## config.mk

```make
export PLATFORM = sky130hd
export DESIGN_NAME = sprite_motion
export DESIGN_NICKNAME = d
export VERILOG_FILES = /design/src/rtl/video_pkg.sv /design/src/rtl/axis_reflect.sv /design/src/rtl/sprite_motion.sv
export SDC_FILE = /design/constraint.sdc
export NUM_CORES = 1
export LEC_CHECK = 0
export CAP_MARGIN = 20
export CORE_UTILIZATION = 45
export CTS_BUF_LIST = sky130_fd_sc_hd__clkbuf_4 sky130_fd_sc_hd__clkbuf_8
export DETAILED_ROUTE_END_ITERATION = 7
export GPL_TIMING_DRIVEN = 0
export MAX_ROUTING_LAYER = met4
export PLACE_DENSITY = 0.68
export SLEW_MARGIN = 20
export SYNTH_ARGS = -nofsm -noshare
export SYNTH_HDL_FRONTEND = slang
export SYNTH_SLANG_ARGS = --single-unit
```

## constraint.sdc

```tcl
create_clock -name clk_in -period 3.75 [get_ports clk_in]
set_clock_uncertainty 0.1 [all_clocks]
set_input_delay 0.5625 -clock clk_in [delete_from_list [all_inputs] [get_ports clk_in]]
set_output_delay 0.5625 -clock clk_in [all_outputs]
set_load 0.02 [all_outputs]
```

## src/rtl/video_pkg.sv

```systemverilog
// Shared 720p timing constants and the motion sequencer state type.
package video_pkg;

   localparam int H_ACTIVE_DEF = 1280;
   localparam int V_ACTIVE_DEF = 720;
   localparam int RADIUS_DEF   = 64;

   typedef enum logic [2:0] {
      ST_WAIT,
      ST_LATCH,
      ST_STEP_X,
      ST_STEP_Y,
      ST_DONE
   } motion_state_t;

endpackage

```

## src/rtl/axis_reflect.sv

```systemverilog
// One sprite axis: holds position and direction, and on step_i advances by speed_i,
// folding back into [MIN, MAX] when the candidate overshoots the bound.
module axis_reflect #(
   parameter int WIDTH = 11,
   parameter int MIN   = 64,
   parameter int MAX   = 1215,
   parameter int INIT  = 640
) (
   input  logic             clk_i,
   input  logic             rst_ni,
   input  logic             step_i,
   input  logic             hold_i,
   input  logic [3:0]       speed_i,
   output logic [WIDTH-1:0] pos_o,
   output logic             hit_o
);

   // Two spare bits: one for sign (underflow below 0), one for the 2*MAX fold term.
   localparam int CW = WIDTH + 2;
   localparam logic signed [CW-1:0] MIN_S = CW'(MIN);
   localparam logic signed [CW-1:0] MAX_S = CW'(MAX);

   logic [WIDTH-1:0]     pos_q, pos_d;
   logic                 dir_q, dir_d;
   logic                 hit_q, hit_d;
   logic signed [CW-1:0] pos_s, spd_s, cand, fold;

   always_comb begin
      pos_s = $signed({2'b00, pos_q});
      spd_s = $signed({{(CW-4){1'b0}}, speed_i});
      cand  = dir_q ? (pos_s + spd_s) : (pos_s - spd_s);
      fold  = cand;
      pos_d = pos_q;
      dir_d = dir_q;
      hit_d = 1'b0;
      if (step_i && !hold_i) begin
         if (dir_q && (cand > MAX_S)) begin
            fold  = MAX_S + MAX_S - cand;
            dir_d = 1'b0;
            hit_d = 1'b1;
         end else if (!dir_q && (cand < MIN_S)) begin
            fold  = MIN_S + MIN_S - cand;
            dir_d = 1'b1;
            hit_d = 1'b1;
         end
         pos_d = WIDTH'(fold);
      end
   end

   always_ff @(posedge clk_i or negedge rst_ni) begin
      if (!rst_ni) begin
         pos_q <= WIDTH'(INIT);
         dir_q <= 1'b1;
         hit_q <= 1'b0;
      end else begin
         pos_q <= pos_d;
         dir_q <= dir_d;
         hit_q <= hit_d;
      end
   end

   assign pos_o = pos_q;
   assign hit_o = hit_q;

endmodule

```

## src/rtl/sprite_motion.sv

```systemverilog
// Per-frame sprite centre generator: one bounded, reflecting step per frame,
// sequenced at the start of vertical blanking so outputs never move in active video.
module sprite_motion
   import video_pkg::*;
#(
   parameter int H_ACTIVE = H_ACTIVE_DEF,
   parameter int V_ACTIVE = V_ACTIVE_DEF,
   parameter int RADIUS   = RADIUS_DEF
) (
   input  logic        clk_in,
   input  logic        rst_in,
   input  logic [10:0] hcount_in,
   input  logic [9:0]  vcount_in,
   input  logic [3:0]  speed_in,
   input  logic        pause_in,
   output logic [10:0] x_out,
   output logic [9:0]  y_out,
   output logic        hit_x_out,
   output logic        hit_y_out,
   output logic        frame_done_out
);

   motion_state_t state_q, state_d;
   logic [3:0]    speed_q;
   logic          pause_q;
   logic          frame_done_q;
   logic          trigger;
   logic          hold;

   assign trigger = (hcount_in == 11'd0) && (vcount_in == 10'(V_ACTIVE));
   assign hold    = pause_q || (speed_q == 4'd0);

   always_comb begin
      state_d = state_q;
      case (state_q)
         ST_WAIT:   if (trigger) state_d = ST_LATCH;
         ST_LATCH:  state_d = ST_STEP_X;
         ST_STEP_X: state_d = ST_STEP_Y;
         ST_STEP_Y: state_d = ST_DONE;
         ST_DONE:   state_d = ST_WAIT;
         default:   state_d = ST_WAIT;
      endcase
   end

   // frame_done is registered off STEP_Y so it is high exactly while in DONE.
   always_ff @(posedge clk_in or negedge rst_in) begin
      if (!rst_in) begin
         state_q      <= ST_WAIT;
         speed_q      <= 4'd0;
         pause_q      <= 1'b0;
         frame_done_q <= 1'b0;
      end else begin
         state_q      <= state_d;
         frame_done_q <= (state_q == ST_STEP_Y);
         if (state_q == ST_LATCH) begin
            speed_q <= speed_in;
            pause_q <= pause_in;
         end
      end
   end

   axis_reflect #(
      .WIDTH (11),
      .MIN   (RADIUS),
      .MAX   (H_ACTIVE - 1 - RADIUS),
      .INIT  (H_ACTIVE / 2)
   ) u_axis_x (
      .clk_i   (clk_in),
      .rst_ni  (rst_in),
      .step_i  (state_q == ST_STEP_X),
      .hold_i  (hold),
      .speed_i (speed_q),
      .pos_o   (x_out),
      .hit_o   (hit_x_out)
   );

   axis_reflect #(
      .WIDTH (10),
      .MIN   (RADIUS),
      .MAX   (V_ACTIVE - 1 - RADIUS),
      .INIT  (V_ACTIVE / 2)
   ) u_axis_y (
      .clk_i   (clk_in),
      .rst_ni  (rst_in),
      .step_i  (state_q == ST_STEP_Y),
      .hold_i  (hold),
      .speed_i (speed_q),
      .pos_o   (y_out),
      .hit_o   (hit_y_out)
   );

   assign frame_done_out = frame_done_q;

endmodule

```

---- Yosys cells after proc, flatten, opt, wreduce, memory -nomap -nowiden ----
Index checks and enable logic that the tools add are counted.
word-level totals
  output and inout bits ................... 24
  register bits after elaboration ......... 34
cells by class
  equality and inequality tests ........... 5
  $add $sub $neg .......................... 8
  muxes and demuxes ....................... 18
  reductions and logical operators ........ 18
  order comparisons ....................... 4
operator list
  kind                    number
  $mux 11                 2
  $mux 10                 2
  $gt 13x12->1 const B    1
  $lt 13x8->1 const B     1
  $mux 13                 1
  $add 11x4->12           1
  $gt 12x11->1 const B    1
  $lt 12x8->1 const B     1
  $mux 12                 1
  $pmux 3 s4              1
  $sub 11x4->12           1
  $add 10x4->11           1
  $logic_not 11->1        1
  $sub 10x11->11 const A  1
  $sub 10x4->11           1
  $sub 9x11->11 const A   1
  $eq 10x10->1 const B    1
  $mux 1                  10
  $sub 10x10->10 const A  1
  $sub 9x10->10 const A   1
  $logic_and 1x1->1       7
  $eq 3x2->1 const B      2
  $logic_not 4->1         1
  $reduce_and 2->1        2
  7 further kinds         10

---- Depth between registers and ports, before layout ----
  depth after elaboration ................. 7
  mapped depth ............................ 13
  mapped depth without buffers ............ 12

---- Modules after synthesis ----
Synthesis repeated with hierarchy kept, for this count alone.
second synthesis, totals
  cells, all modules ...................... 421
  area total of the unflattened synthesis .. 3606.0 um^2
modules (own cells, without submodules)
  module                   area each (um^2)  times used  cells an instance
  axis_reflect (u_axis_x)  1740.4            1           215
  axis_reflect (u_axis_y)  1465.2            1           175
  sprite_motion            400.4             1           31

---- Least setup slack after synthesis ----
OpenSTA, ideal clock, no wires.
  path type ............................... reg-to-reg
  start ................................... register u_axis_x.pos_q[0], in the netlist u_axis_x.pos_o[0]
  end ..................................... register u_axis_x.pos_q[10], in the netlist u_axis_x.pos_o[10]
  required time ........................... 3530 ps
  path slack .............................. 305 ps
  buffers on the path ..................... 1
  arrival time ............................ 3225 ps
  cell stages (with the launch flop) ...... 14
  clock period less this slack ............ 3445 ps
  setup time .............................. 120 ps
  cell sequence ........................... dfrtp_1 inv_1 ha_1 fa_1 mux2_2 inv_1 nand3_1 a211o_2 a2111oi_4 o31ai_4 or2_0 buf_2 a211o_1 and3_1
on the way
  longest elaborated chain between the ends .. 6
ends and longest elaborated chain
  element                                         line                text
  from (decl)                                     axis_reflect.sv:23  logic [WIDTH-1:0] pos_q, pos_d;
  from (signal assigned)                          axis_reflect.sv:52  pos_q <= WIDTH'(INIT);
  from (signal assigned)                          axis_reflect.sv:56  pos_q <= pos_d;
  $sub 11x4->12 or $add 11x4->12 (tied branches)  axis_reflect.sv:31  cand = dir_q ? (pos_s + spd_s) : (pos_s - spd_s);
  $mux 13 *                                       axis_reflect.sv:31
  $lt 13x8->1                                     axis_reflect.sv:41  end else if (!dir_q && (cand < MIN_S)) begin
  $logic_and 1x1->1                               axis_reflect.sv:41
  $mux 11                                         axis_reflect.sv:41
  $mux 11 *                                       axis_reflect.sv:37  if (dir_q && (cand > MAX_S)) begin
Mark *: on every way between the ends. The rest lies on a longest branch, timed or not.
A chain may end at the register's enable or synchronous reset.

---- Worst setup path in the final report ----
  start ................................... register speed_q[0]
  end ..................................... register u_axis_x.pos_q[10], in the netlist u_axis_x.pos_o[10]
on the way
  longest elaborated chain between the ends .. 6
ends and longest elaborated chain
  element                                         line                 text
  from (decl)                                     sprite_motion.sv:24  logic [3:0] speed_q;
  from (signal assigned)                          sprite_motion.sv:56  speed_q <= speed_in;
  $sub 11x4->12 or $add 11x4->12 (tied branches)  axis_reflect.sv:31
  $mux 13                                         axis_reflect.sv:31
  $lt 13x8->1                                     axis_reflect.sv:41
  $logic_and 1x1->1                               axis_reflect.sv:41
  $mux 11                                         axis_reflect.sv:41
  $mux 11                                         axis_reflect.sv:37
Parallel ways exist; a longest one is shown, timed or not.

==> metrics.json <==
{
  "worst-r2r-cell-count": {"value": 13},
  "post-route-period-util": {"value": 0.967},
  "drive_above_1_share": {"value": 0.174},
  "muxShareOfSynthArea": {"value": 0.0147},
  "clkLatencyLatePin": {"value": 0.29, "unit": "ns"},
  "htreeDepth": {"value": 2},
  "postSynth.asyncResetShare": {"value": 1.00},
  "finalSetupViolCount": {"value": 0},
  "timing.critical_path.fanout_max": {"value": 6},
  "drt-initial-drc-count": {"value": 461},
  "mappedNetlistNets": {"value": 488},
  "hold_class": {"value": "in2async"},
  "crit_arrival": {"value": 3.72, "unit": "ns"},
  "worstReg2RegStart": {"value": "speed_q[0]$_DFFE_PN0P_"},
  "synth_area": {"value": 3660, "unit": "um^2"},
  "synth_adder_area_share": {"value": 0.0971},
  "clock_pin_slew_on_the_worst_setup_and_hold_paths": {"value": 0.08, "unit": "ns"},
  "postSynthAreaPerCell": {"value": 8.44, "unit": "um^2"},
  "die_h": {"value": 92.2, "unit": "um"},
  "start_util": {"value": 0.469},
  "placed_cells_incl_taps": {"value": 588},
  "clock_path_buffers": {"value": 2},
  "pin_count": {"value": 52},
  "cts_tree": {"value": "built"},
  "synth_warnings": {"value": 0},
  "finish.instance_area": {"value": 4580, "unit": "um^2"},
  "post_layout_nonfiller_instances": {"value": 601},
  "via_cell_ratio": {"value": 6.19},
  "synth_simple_gate_area_frac": {"value": 0.236},
  "crit_path_start_kind": {"value": "flop"},
  "numPortBuffers": {"value": 51},
  "timing_max_transition_violations_final": {"value": 0},
  "slew-limit-headroom": {"value": 0.492},
  "count_of_filler_cells_inserted_in_the_layout": {"value": 691},
  "drt_first_pass_iters": {"value": 5},
  "track_usage": {"value": 0.253},
  "grt_antenna_before_repair": {"value": 0},
  "max_slew.worst_pin.slew": {"value": 0.756, "unit": "ns"},
  "setup-tns-final": {"value": 0, "unit": "ns"},
  "r2r_slack": {"value": 0.12, "unit": "ns"},
  "m1WireLength": {"value": 4.83, "unit": "mm"},
  "grt_first_pass_wirelength": {"value": 16.7, "unit": "mm"},
  "die_w": {"value": 92.2, "unit": "um"},
  "synth_compound_area_frac": {"value": 0.301},
  "tritoncts_num_sinks": {"value": 34},
  "number_of_enable_type_register_cells_in_the_synthesized_netlist": {"value": 0},
  "grt_start_max_net_pins": {"value": 24},
  "postRouteAntennaNets": {"value": 0},
  "status": {"value": "complete, no violations"},
  "max_cap_viols": {"value": 0},
  "count_of_final_hold_check_violations": {"value": 0},
  "via_count": {"value": 3721},
  "timing.setup.critical_path_class": {"value": "reg2reg"},
  "drc_errors": {"value": 0},
  "synth_cell_types": {"value": 80},
  "clock.fmax": {"value": 276, "unit": "MHz"},
  "post_synth_xor_area_fraction": {"value": 0.0666},
  "core.rowCount": {"value": 32},
  "synthesis.instances": {"value": 434},
  "synth_register_bits": {"value": 34},
  "finalCriticalPeriod": {"value": 3.63, "unit": "ns"},
  "yosysSeqAreaShare": {"value": 0.235},
  "cp.required": {"value": 3.84, "unit": "ns"},
  "fin_nets": {"value": 552},
  "die-area": {"value": 8500, "unit": "um^2"},
  "first_global_vias": {"value": 3336},
  "largest_family_of_logic_cells_by_synthesized_area": {"value": "compound AO/OA/AOI/OAI gates"},
  "area.growth.synth_to_final": {"value": 25.2, "unit": "%"},
  "cts_buffers": {"value": 5},
  "met2_routed_wirelength": {"value": 4.68, "unit": "mm"},
  "worst_r2r_endpoint": {"value": "u_axis_x.pos_o[10]$_DFFE_PN0P_"},
  "core": {"value": 7810, "unit": "um^2"},
  "highest_layer": {"value": "met4"},
  "clock-root-buffer": {"value": "clkbuf_8"},
  "diodes": {"value": 0},
  "globalRoute.totalOverflow": {"value": 0},
  "avgRoutedWirePerCell": {"value": 17.2, "unit": "um"},
  "detailed_place.area": {"value": 4330, "unit": "um^2"},
  "met3WireLength": {"value": 664, "unit": "um"},
  "setup.worst_path.end_class": {"value": "flop"},
  "detailedPlacementHpwl": {"value": 7.68, "unit": "mm"},
  "dominantRegCellSynth": {"value": "dfrtp_1"},
  "wirelength": {"value": 10.3, "unit": "mm"},
  "globalplace.congestion": {"value": 0.912},
  "postCtsHoldBufs": {"value": 0}
}
==> flip-flops by register name, indices dropped and copies added (netlist names) <==
| signal | cells |
|---|---|
| u_axis_y.dir_q | 1 |
| u_axis_x.pos_o | 11 |
| u_axis_x.dir_q | 1 |
| pause_q | 1 |
| u_axis_x.hit_o | 1 |
| speed_q | 4 |
| state_q | 3 |
| u_axis_y.hit_o | 1 |
| u_axis_y.pos_o | 10 |
| frame_done_out | 1 |
==> what timing repair did <==
action,4_1_cts,5_1_grt
buffers inserted,0,4
gates resized for setup,3,27
endpoints found under the setup margin,8,20
pin swaps,1,5
cloned,0,1
==> worst max-delay path by stage <==
stage / startpoint / end
detailed placement: speed_q[2]$_DFFE_PN0P_ / u_axis_x.pos_o[9]$_DFFE_PN1P_
global placement: speed_q[1]$_DFFE_PN0P_ / u_axis_y.pos_o[8]$_DFFE_PN1P_
floorplan: u_axis_x.pos_o[0]$_DFFE_PN0P_ / u_axis_x.pos_o[10]$_DFFE_PN0P_
global route: speed_q[0]$_DFFE_PN0P_ / u_axis_x.pos_o[9]$_DFFE_PN1P_
CTS: speed_q[1]$_DFFE_PN0P_ / u_axis_x.pos_o[9]$_DFFE_PN1P_
finish: speed_q[0]$_DFFE_PN0P_ / u_axis_x.pos_o[10]$_DFFE_PN0P_
==> placed cells by master, fill, tap and decap left out, types with 10 or more instances in the layout <==
cell type,n
clkdlybuf4s50_1,50
nand2_1,32
nor2_1,30
dfrtp_1,24
o21ai_0,23
inv_1,21
ha_1,21
a21oi_1,19
nor3_1,17
xnor2_1,15
nor4_1,12
nand3_1,11
buf_2,11
clkbuf_1,10
==> worst max-delay path, stage by stage (launching register included) <==
cell and delay (ns):
dfrtp_2 0.46, ha_1 0.22, inv_1 0.07, fa_1 0.41, mux2_2 0.34, inv_2 0.10, nand3_1 0.09, a211o_2 0.32
a2111oi_4 0.47, o31ai_4 0.17, or2_0 0.21, buf_2 0.16, a211o_1 0.27, and3_1 0.14
==> layout make-up <==
cell class	instances	area, um^2	share of cell area
plain buffers	22	95.1	0.0207
well taps	102	128	0.0278
inverters	23	90.1	0.0197
clock inverters	3	21.3	0.00464
repair buffers	56	563	0.123
clock buffers	5	68.8	0.0150
multi-input cells	356	2750	0.601
flip-flops and latches	34	863	0.188
==> per-stage QoR <==
step,util,setup slack [ns],hold WS (ns)
finish,0.587,0.124,0.0620
global route,0.587,-0.0136,0.0711
CTS,0.567,0.00204,0.0647
detailed placement,0.554,-0.0884,0.391
global placement,0.551,-0.0823,0.380
floorplan,-,0.305,0.167
==> layer usage <==
layer / up-vias / GRT usage
met3: 17 / 0.0265
li1: 1791 / -
met1: 1757 / 0.363
met4: 0 / 0.0534
met5: - / -
met2: 156 / 0.385
==> logic make-up (layout without fill, tap and decap cells) <==
logic type,after synthesis,count (layout)
XOR/XNOR,27,27
AND/OR/NAND/NOR,158,158
multiplexers,5,5
AO/OA/AOI/OAI,139,140
buffers and inverters,45,109
adder cells (fa/ha/maj),26,26
flip-flops,34,34
==> cells in the mapped netlist, types with 4 or more instances <==
cell	instances	area (um^2)
nand2_1	32	120
nor2_1	32	120
dfrtp_1	26	651
o21ai_0	25	125
inv_1	23	86.3
ha_1	22	275
a21oi_1	21	105
nor3_1	18	90.1
xnor2_1	16	140
nor4_1	12	75.1
nand3_1	11	55.1
buf_2	10	50.1
clkbuf_1	10	37.5
o31ai_1	10	75.1
xor2_1	10	87.6
and3_1	8	50.1
dfstp_2	8	210
nor2b_1	7	43.8
a211o_1	6	52.6
or3_1	6	37.5
a211oi_1	5	37.5
a22oi_1	4	30.0
a31oi_1	4	25.0
and3b_1	4	35.0
fa_1	4	80.1
nand2b_1	4	25.0
o2111ai_1	4	35.0
o21a_1	4	30.0
o22ai_1	4	25.0
o311ai_0	4	35.0
or2_2	4	25.0
Power is left out: the tool's default activity adds up to more than one toggle a clock period on the data nets, which glitch-free logic cannot reach.
